`src/rtl/nibble_serial_add_arbiter.sv`:
```
// nibble_serial_add_arbiter
//   Two requesters share a single 4-bit ripple adder. Operands are added
//   nibble-serially, least significant nibble first, through an internal
//   carry register; the result is returned on a valid/ready channel tagged
//   with the owning requester. Requesters are granted round-robin.
//
//   Optional feature: define SUBTRACT_EN to add per-requester sub inputs
//   (req0_sub, req1_sub). When sub=1 the b nibbles are inverted into the
//   adder and the initial carry is forced to 1, giving a-b; res_carry is
//   then the "no borrow" flag (a >= b unsigned).

// 4-bit ripple-carry full adder; the only arithmetic element in the block.
module four_bit_full_adder (
  input  logic [3:0] a,
  input  logic [3:0] b,
  input  logic       cin,
  output logic [3:0] sum,
  output logic       cout
);

  logic [4:0] c;

  // Ripple the carry through four full-adder cells.
  // NOTE: every variable written in an always_comb is given a value on every
  // path (here by construction, elsewhere by a default first) so no latch is
  // inferred.
  always_comb begin
    c[0] = cin;
    sum  = '0;
    for (int i = 0; i < 4; i++) begin
      sum[i]   = a[i] ^ b[i] ^ c[i];
      c[i + 1] = (a[i] & b[i]) | (c[i] & (a[i] ^ b[i]));
    end
  end

  assign cout = c[4];

endmodule

module nibble_serial_add_arbiter #(
  parameter  int NIBBLES = 4,
  localparam int WIDTH   = 4 * NIBBLES
) (
  input  logic             clk,
  input  logic             rst,

  input  logic             req0_valid,
  output logic             req0_ready,
  input  logic [WIDTH-1:0] req0_a,
  input  logic [WIDTH-1:0] req0_b,
  input  logic             req0_cin,
`ifdef SUBTRACT_EN
  input  logic             req0_sub,
`endif

  input  logic             req1_valid,
  output logic             req1_ready,
  input  logic [WIDTH-1:0] req1_a,
  input  logic [WIDTH-1:0] req1_b,
  input  logic             req1_cin,
`ifdef SUBTRACT_EN
  input  logic             req1_sub,
`endif

  output logic             res_valid,
  input  logic             res_ready,
  output logic [WIDTH-1:0] res_sum,
  output logic             res_carry,
  output logic             res_id,
  output logic             busy
);

  // Index only ever counts 0..NIBBLES-1; it never needs to wrap.
  localparam int IW = (NIBBLES > 1) ? $clog2(NIBBLES) : 1;
  localparam logic [IW-1:0] LAST_IDX = IW'(NIBBLES - 1);

  typedef enum logic [1:0] {
    S_IDLE = 2'd0,
    S_RUN  = 2'd1,
    S_DONE = 2'd2
  } state_t;

  state_t          state;
  logic [WIDTH-1:0] a_q;
  logic [WIDTH-1:0] b_q;
  logic [IW-1:0]    idx;
  logic             carry_q;
  logic             last_grant;
`ifdef SUBTRACT_EN
  logic             sub_q;
`endif

  logic             grant0;
  logic             grant1;
  logic             take0;
  logic             take1;
  logic [3:0]       a_nib;
  logic [3:0]       b_nib;
  logic [3:0]       nib_sum;
  logic             nib_cout;
  logic [IW+1:0]    nib_base;

  // Round-robin grant: a lone requester always wins; on a tie the requester
  // that was not served last wins.
  always_comb begin
    grant0 = req0_valid & (~req1_valid | last_grant);
    grant1 = req1_valid & (~req0_valid | ~last_grant);
  end

  // Ready is only offered while idle, so at most one can be high.
  assign req0_ready = (state == S_IDLE) & grant0;
  assign req1_ready = (state == S_IDLE) & grant1;
  assign take0      = req0_valid & req0_ready;
  assign take1      = req1_valid & req1_ready;

  // Select the current nibble of each captured operand for the shared adder.
  always_comb begin
    nib_base = {idx, 2'b00};
    a_nib    = a_q[nib_base +: 4];
    b_nib    = b_q[nib_base +: 4];
`ifdef SUBTRACT_EN
    // Two's-complement subtraction: invert b here, initial carry is 1.
    if (sub_q) b_nib = ~b_nib;
`endif
  end

  four_bit_full_adder u_adder (
    .a    (a_nib),
    .b    (b_nib),
    .cin  (carry_q),
    .sum  (nib_sum),
    .cout (nib_cout)
  );

  // Control FSM and datapath registers: accept, run one nibble per cycle,
  // then hold the result until the consumer takes it.
  // NOTE: all state here uses non-blocking assignments so every register
  // samples the pre-edge values, regardless of statement order.
  always_ff @(posedge clk) begin
    if (rst) begin
      // NOTE: operand registers are cleared too; they are few flops and a
      // known value keeps reset-time behaviour fully deterministic.
      state      <= S_IDLE;
      res_valid  <= 1'b0;
      res_sum    <= '0;
      res_carry  <= 1'b0;
      res_id     <= 1'b0;
      busy       <= 1'b0;
      idx        <= '0;
      carry_q    <= 1'b0;
      last_grant <= 1'b1;
      a_q        <= '0;
      b_q        <= '0;
`ifdef SUBTRACT_EN
      sub_q      <= 1'b0;
`endif
    end else begin
      case (state)
        S_IDLE: begin
          if (take0 | take1) begin
            a_q        <= take1 ? req1_a : req0_a;
            b_q        <= take1 ? req1_b : req0_b;
`ifdef SUBTRACT_EN
            sub_q      <= take1 ? req1_sub : req0_sub;
            if (take1 ? req1_sub : req0_sub)
              carry_q  <= 1'b1;
            else
              carry_q  <= take1 ? req1_cin : req0_cin;
`else
            carry_q    <= take1 ? req1_cin : req0_cin;
`endif
            res_id     <= take1;
            last_grant <= take1;
            idx        <= '0;
            busy       <= 1'b1;
            state      <= S_RUN;
          end
        end

        S_RUN: begin
          res_sum[nib_base +: 4] <= nib_sum;
          carry_q                <= nib_cout;
          if (idx == LAST_IDX) begin
            res_carry <= nib_cout;
            res_valid <= 1'b1;
            state     <= S_DONE;
          end else begin
            idx <= idx + 1'b1;
          end
        end

        S_DONE: begin
          if (res_ready) begin
            res_valid <= 1'b0;
            busy      <= 1'b0;
            state     <= S_IDLE;
          end
        end

        default: begin
          state <= S_IDLE;
        end
      endcase
    end
  end

endmodule

```
`config.mk`:
```
export PLATFORM = sky130hd
export DESIGN_NAME = nibble_serial_add_arbiter
export DESIGN_NICKNAME = d
export VERILOG_FILES = /design/src/rtl/nibble_serial_add_arbiter.sv
export SDC_FILE = /design/constraint.sdc
export NUM_CORES = 1
export LEC_CHECK = 0
export CORE_MARGIN = 3
export CORE_UTILIZATION = 42
export DETAILED_ROUTE_END_ITERATION = 7
export GPL_ROUTABILITY_DRIVEN = 0
export PLACE_DENSITY = 0.8
export SLEW_MARGIN = 5
export SYNTH_ARGS = -nofsm -noshare
export SYNTH_HDL_FRONTEND = slang
export SYNTH_HIERARCHICAL = 1
export SYNTH_SLANG_ARGS = --single-unit
export TNS_END_PERCENT = 5
```
`constraint.sdc`:
```
create_clock -name clk -period 3.2 [get_ports clk]
set_clock_uncertainty 0.15 [all_clocks]
set_input_delay 0.64 -clock clk [delete_from_list [all_inputs] [get_ports clk]]
set_output_delay 0.64 -clock clk [all_outputs]
set_load 0.05 [all_outputs]
```
# ---- Word level (Yosys, flattened, before mapping)
# Index checks and enable logic that the tools add are counted.
# W data, S select, Z words.
dict set report totals {
  output_inout_bits 22
  elab_cells 85
  n_memories 0
  ramBits 0
  reg_bits 58
  rom_bits 0
  latchBits 0
}
dict set report op_classes {
  multipliers 0
  bitwise 32
  n_reduce_logical 11
  n_eq_ne 7
  n_div 0
  n_shift 4
  n_addsub 2
  magnitude_cmp 0
  muxes 18
}
# cell n
set op_table {}
lappend op_table {{$mux W16} 2}
lappend op_table {{$shiftx A16 B5 Y4} 2}
lappend op_table {{$bwmux W16} 1}
lappend op_table {{$shift A4 B6 Y16 const A} 1}
lappend op_table {{$shiftx A4 B6 Y16} 1}
lappend op_table {{$and A1 B1 Y1} 14}
lappend op_table {{$reduce_and A3 Y1} 4}
lappend op_table {{$mux W2} 5}
lappend op_table {{$xor A1 B1 Y1} 8}
lappend op_table {{$or A1 B1 Y1} 7}
lappend op_table {{$ne A2 B2 Y1 const B} 3}
lappend op_table {{$neg A4 Y6} 1}
lappend op_table {{$pmux W1 S2} 3}
lappend op_table {{$pmux W2 S3} 1}
lappend op_table {{$reduce_and A2 Y1} 3}
lappend op_table {{$reduce_bool A2 Y1} 3}
lappend op_table {{$mux W1} 5}
lappend op_table {{$eq A2 B2 Y1 const B} 2}
lappend op_table {{$pmux W2 S2} 1}
lappend op_table {{$not A1 Y1} 3}
lappend op_table {{$add A2 B1 Y2 const B} 1}
lappend op_table {{$eq A2 B1 Y1 const B} 1}
lappend op_table {{$logic_not A2 Y1} 1}
lappend op_table {{$ne A2 B1 Y1 const B} 1}

# ---- Logic depth before layout (Yosys ltp)
dict set report logic_depth {
  depth_word 11
  ltp_mapped 12
  depth_no_buf 11
}

# ---- Cells and area by module
# The synthesis kept the hierarchy.
# module n_inst cells_each area_per_inst_um2
set by_module_without_submodules {}
lappend by_module_without_submodules {nibble_serial_add_arbiter 1 309 2890.3}
lappend by_module_without_submodules {four_bit_full_adder 1 14 117.6}

# ---- Least setup slack after synthesis
# OpenSTA, ideal clock, no wires.
dict set report synth_path {
  path_kind {flip-flop to flip-flop}
  startpoint {register idx[0]}
  endpoint {register res_sum[11]}
  setup_time_ps 66
  required_time_ps 2984
  period_less_slack_ps 3236
  n_path_buf 1
  setup_slack_ps -36
  stages_incl_launch_ff 13
  arrival_ps 3021
  cell_sequence {dfxtp_1 -> buf_4 -> mux4_2 -> fa_1 -> inv_1 -> fa_1 -> inv_1 -> fa_1 -> inv_1 -> fa_1 -> inv_1 -> a22oi_1 -> nor2_1}
}
dict set report synth_via {
  elab_chain_cells 11
  word_cells_on_any_way 23
}
# element line_no
set synth_lines {}
lappend synth_lines {{from (decl)} 86} ;# logic [IW-1:0] idx;
lappend synth_lines {{from (signal assigned)} 188} ;# idx <= idx + 1'b1;
lappend synth_lines {{$shiftx A16 B5 Y4 *} 119} ;# a_nib = a_q[nib_base +: 4];
lappend synth_lines {{net a_nib[0]} 97} ;# logic [3:0] a_nib;
lappend synth_lines {{$xor A1 B1 Y1} 32} ;# c[i + 1] = (a[i] & b[i]) | (c[i] & (a[i] ^ b[i]));
lappend synth_lines {{$and A1 B1 Y1} 32}
lappend synth_lines {{$or A1 B1 Y1 *} 32}
lappend synth_lines {{$and A1 B1 Y1 *} 32}
lappend synth_lines {{$or A1 B1 Y1 *} 32}
lappend synth_lines {{$and A1 B1 Y1 *} 32}
lappend synth_lines {{$or A1 B1 Y1 *} 32}
lappend synth_lines {{$xor A1 B1 Y1 *} 31} ;# sum[i] = a[i] ^ b[i] ^ c[i];
lappend synth_lines {{net nib_sum[3]} 99} ;# logic [3:0] nib_sum;
lappend synth_lines {{$shiftx A4 B6 Y16 *} 181} ;# res_sum[nib_base +: 4] <= nib_sum;
lappend synth_lines {{$bwmux W16 *} 181}
lappend synth_lines {{to (signal, indexed assignment)} 181}
lappend synth_lines {{to (decl)} 67} ;# output logic [WIDTH-1:0] res_sum,
# Mark *: on every way through the listed nets, which the timed path passes. The rest lies on a longest branch.
# A chain may end at the register's enable or synchronous reset.

# ---- Worst setup path after layout
# Ends and elaborated chain as after synthesis.

==> impl_results.md <==
* DP Wirelength at about 5.6 mm
* Max Cap Viol at 0
* Switch Pwr at between 500 and 600 uW
* Setup Buffers After CTS at 0
* Relative slew margins at about a third
* Pwr Density at slightly below 500 nW/um^2
* Flop2flop setup slack at about 0.12 ns
* Peak Freq at 324.2 MHz
* Root Driver: clkbuf_8
* Final core utilization at about three fifths
* Synth-to-layout area growth at 38.85%
* Startpoint type of the worst setup path: flop
* Grt met1 use at around a quarter
* Total CTS buffers at 9
* Status: completed
* Flop pwr share at around 40%
* Clk pin slew, worst setup/hold paths at roughly 0.070 ns
* Nets at between 400 and 500
* Worst Reg-to-Reg Cells at 11
* Worst r2r dst: res_sum[11]$_SDFFE_PP0P_
* Avg Inst Size Synth at between 9 and 10 um^2
* Residual DRC at 0
* DR pass1 iterations at 4
* Largest family of logic cells by synthesized area: simple AND/OR/NAND/NOR gates
* Final total power at between 2 and 2.5 mW
* Max Buffers Root-to-Sink at 2
* TritonCTS clock tree: built
* Simple-Gate Fraction of Synth Area at 36.06%
* Synth unique cells at 36
* Gr ovfl total at 0
* Hold-fix buffers at CTS at 0
* Count of state elements after synthesis at 58
* H-tree depth at 3
* Post-CTS sizing at 0
* Die Wd at slightly above 90 um
* Pre-CTS setup slack at 0.1272 ns
* Internal at about 1.5 mW
* Worst hold start: busy$_SDFFE_PP0P_
* Fin Setup TNS at 0 ns
* Vias in the first global route at approximately 2700
* M3 GR Usage at 4.000%
* Largest net degree at the start of global routing at 40
* Post-Syn Instances at between 300 and 400
* CP max-delay cell: mux4_2
* Setup CP Type: flop to flop
* # rows at 30
* First-pass GRT wire length at around 13 mm
* Comb power frac at a little under a quarter
* Layout cells sized above 1 at 18.23%
* Fin crit period at ~3 ns
* Slew Limit Fails at 0
* Post-Synth Adder-Cell Area at 5.158%
* Final Hold Vio Count at 0
* Die area at 8213 um^2
* Drt wl/cell at about 15 um
* Tot GR Track Use at between 10% and 20%
* Initial antenna violation count at 0
* Ys Warns at 6
* Busiest grt layer: met2
* # IOs at 93
* Port buffer count at 92
* N_diodes at 0
* Via total after detailed routing at 2673
* DRT iter0 DRCs at 134
* Leak pwr at around 1.6 nW
* Max VDD drop at roughly 250 uV
* Vias per cell at 5.211
* Final worst slack at about 0.12 ns
* Crit Path Max Fanout at 6
* Sequential cell area fraction in the yosys report at around two fifths
* Tcrit/Tclk final at 96.39%
* Worst endpoint required time at 3.33 ns
* Mapped Area at about 3000 um^2
* WP data arrival at approximately 3.2 ns
* CP Capture Type: flop
* Post-Synth XOR/XNOR Area at 0%
* Mapped Nets at 404
* Hold path cells at 2
* Hold Path Class: flop to flop
* Critical Path Max Stage Delay at approximately 0.53 ns
* Slew @ Worst Pin at 0.9800 ns
* FILL cells at 577
* Final WL at ~7.6 mm
* Clock sinks at 58
* Net Sw Frac at 28.88%
* Unrepaired setup endpoints after global routing: false
* Hold_ws at 0.3329 ns
* Mux cell area share after synthesis at 6.364%
* Clk Latency, worst-skew pair at 0.34 ns
* Clock network fraction of total power at about 36%
* Antenna-violating nets left at 0
* Die height at between 90 and 100 um
* CP cell instances: mux4_2, fa_1, inv_1, fa_1, inv_1, fa_1, inv_1, fa_1, inv_1, a22oi_1, nor2_1
* Core area at 6869 um^2
* RR Startpoint: idx[0]$_SDFFE_PP0P_
* Initial core utilization at a little over two fifths
* Compound-Gate Fraction of Synth Area at 6.905%
* Finish-stage setup viols at 0
* Grt met2 use at between 30% and 40%
* Worst hold endpoint: busy$_SDFFE_PP0P_
## flip-flops by register name, indices dropped and copies added (netlist names)
signal      cells
a_q            16
b_q            16
busy            1
carry_q         1
idx             2
last_grant      1
res_carry       1
res_id          1
res_sum        16
res_valid       1
state           2
## worst max path at each step
stage	slack, ns	from	to
2_1_floorplan	0.08	idx[0]$_SDFFE_PP0P_	res_sum[11]$_SDFFE_PP0P_
3_3_place_gp	0.22	idx[0]$_SDFFE_PP0P_	res_sum[3]$_SDFFE_PP0P_
3_5_place_dp	0.13	idx[0]$_SDFFE_PP0P_	res_sum[7]$_SDFFE_PP0P_
4_1_cts	0.07	idx[0]$_SDFFE_PP0P_	res_sum[7]$_SDFFE_PP0P_
5_1_grt	0.0003	idx[0]$_SDFFE_PP0P_	res_sum[7]$_SDFFE_PP0P_
6_report	0.12	idx[0]$_SDFFE_PP0P_	res_sum[11]$_SDFFE_PP0P_
## per-stage QoR
stage,std cells,cell area (um^2)
finish,513,4177
global route,513,4177
CTS,513,4174
detailed placement,497,3956
global placement,497,3956
floorplan,323,3009
## cells in the mapped netlist
master | instances | area (um^2)
nand2_2 | 1 | 6.260
o21ai_0 | 1 | 5.000
nand2b_2 | 1 | 8.760
and2b_1 | 1 | 7.510
nor3b_2 | 1 | 12.51
nor3b_1 | 1 | 7.510
nand2_1 | 12 | 45.04
buf_4 | 3 | 22.52
nand4bb_1 | 1 | 11.26
fa_1 | 4 | 80.08
buf_6 | 7 | 78.83
nor4_4 | 2 | 42.54
nor3_1 | 33 | 165.2
nand2_4 | 1 | 11.26
and2_1 | 1 | 6.260
nor4_2 | 30 | 375.4
nor2_4 | 1 | 11.26
or3_1 | 1 | 6.260
mux4_2 | 8 | 180.2
nor4_1 | 2 | 12.51
inv_4 | 1 | 6.260
a22oi_1 | 17 | 127.6
a21boi_2 | 1 | 11.26
nand2b_1 | 2 | 12.51
mux2_2 | 1 | 11.26
nand3_1 | 2 | 10.01
inv_1 | 14 | 52.55
dfxtp_1 | 58 | 1161
a21oi_1 | 8 | 40.04
clkbuf_1 | 6 | 22.52
buf_2 | 5 | 25.02
ha_1 | 6 | 75.07
a221oi_2 | 1 | 15.01
nor2_1 | 87 | 326.6
or2_1 | 1 | 6.260
a211o_1 | 1 | 8.760
## routing by layer
layer / share of wire, % / up-vias
li1: - / 1309
met1: 43 / 1262
met2: 49 / 82
met3: 4.9 / 20
met4: 2.7 / 0
met5: 0 / -
## logic make-up after synthesis
kind of cell / count (synthesis)
compound gates: 29
fa+ha+maj: 10
buf+inv: 36
flops: 58
mux: 9
simple gates: 181
## cell type report
class / instances / area [um^2] / area share, %
Multi-Input combinational cell: 229 / 1639 / 39.24
Sequential cell: 58 / 1165 / 27.89
Tap cell: 96 / 120.1 / 2.876
Timing Repair Buffer: 99 / 975.9 / 23.37
Clock inverter: 6 / 80.08 / 1.917
Clock buffer: 10 / 137.6 / 3.295
Inverter: 15 / 58.81 / 1.408
## cell usage in the layout (no fill, tap or decap), drive strengths merged, types with 6 or more instances in the layout
master / instances
mux4: 8
a21oi: 8
nor4: 34
nor2: 88
clkdlybuf4s50: 89
nand2: 14
a22oi: 17
clkbuf: 10
nor3: 33
dfxtp: 58
ha: 6
buf: 10
inv: 15
## worst max-delay path: cells and delay by family (launching register included)
family	cells	cell delay [ns]
mux	1	0.53
flops	1	0.40
buf+inv	4	0.37
simple gates	1	0.10
compound gates	1	0.11
fa+ha+maj	4	1.35
## power by group through the flow
stage	clock, mW	sequential [mW]	combinational (mW)
2_1_floorplan	0	0.844	0.302
3_3_place_gp	0	0.832	0.468
3_5_place_dp	0	0.834	0.478
4_1_cts	0.757	0.818	0.483
5_1_grt	0.786	0.824	0.521
6_report	0.744	0.817	0.481
Power figures use the tool's default switching activity.
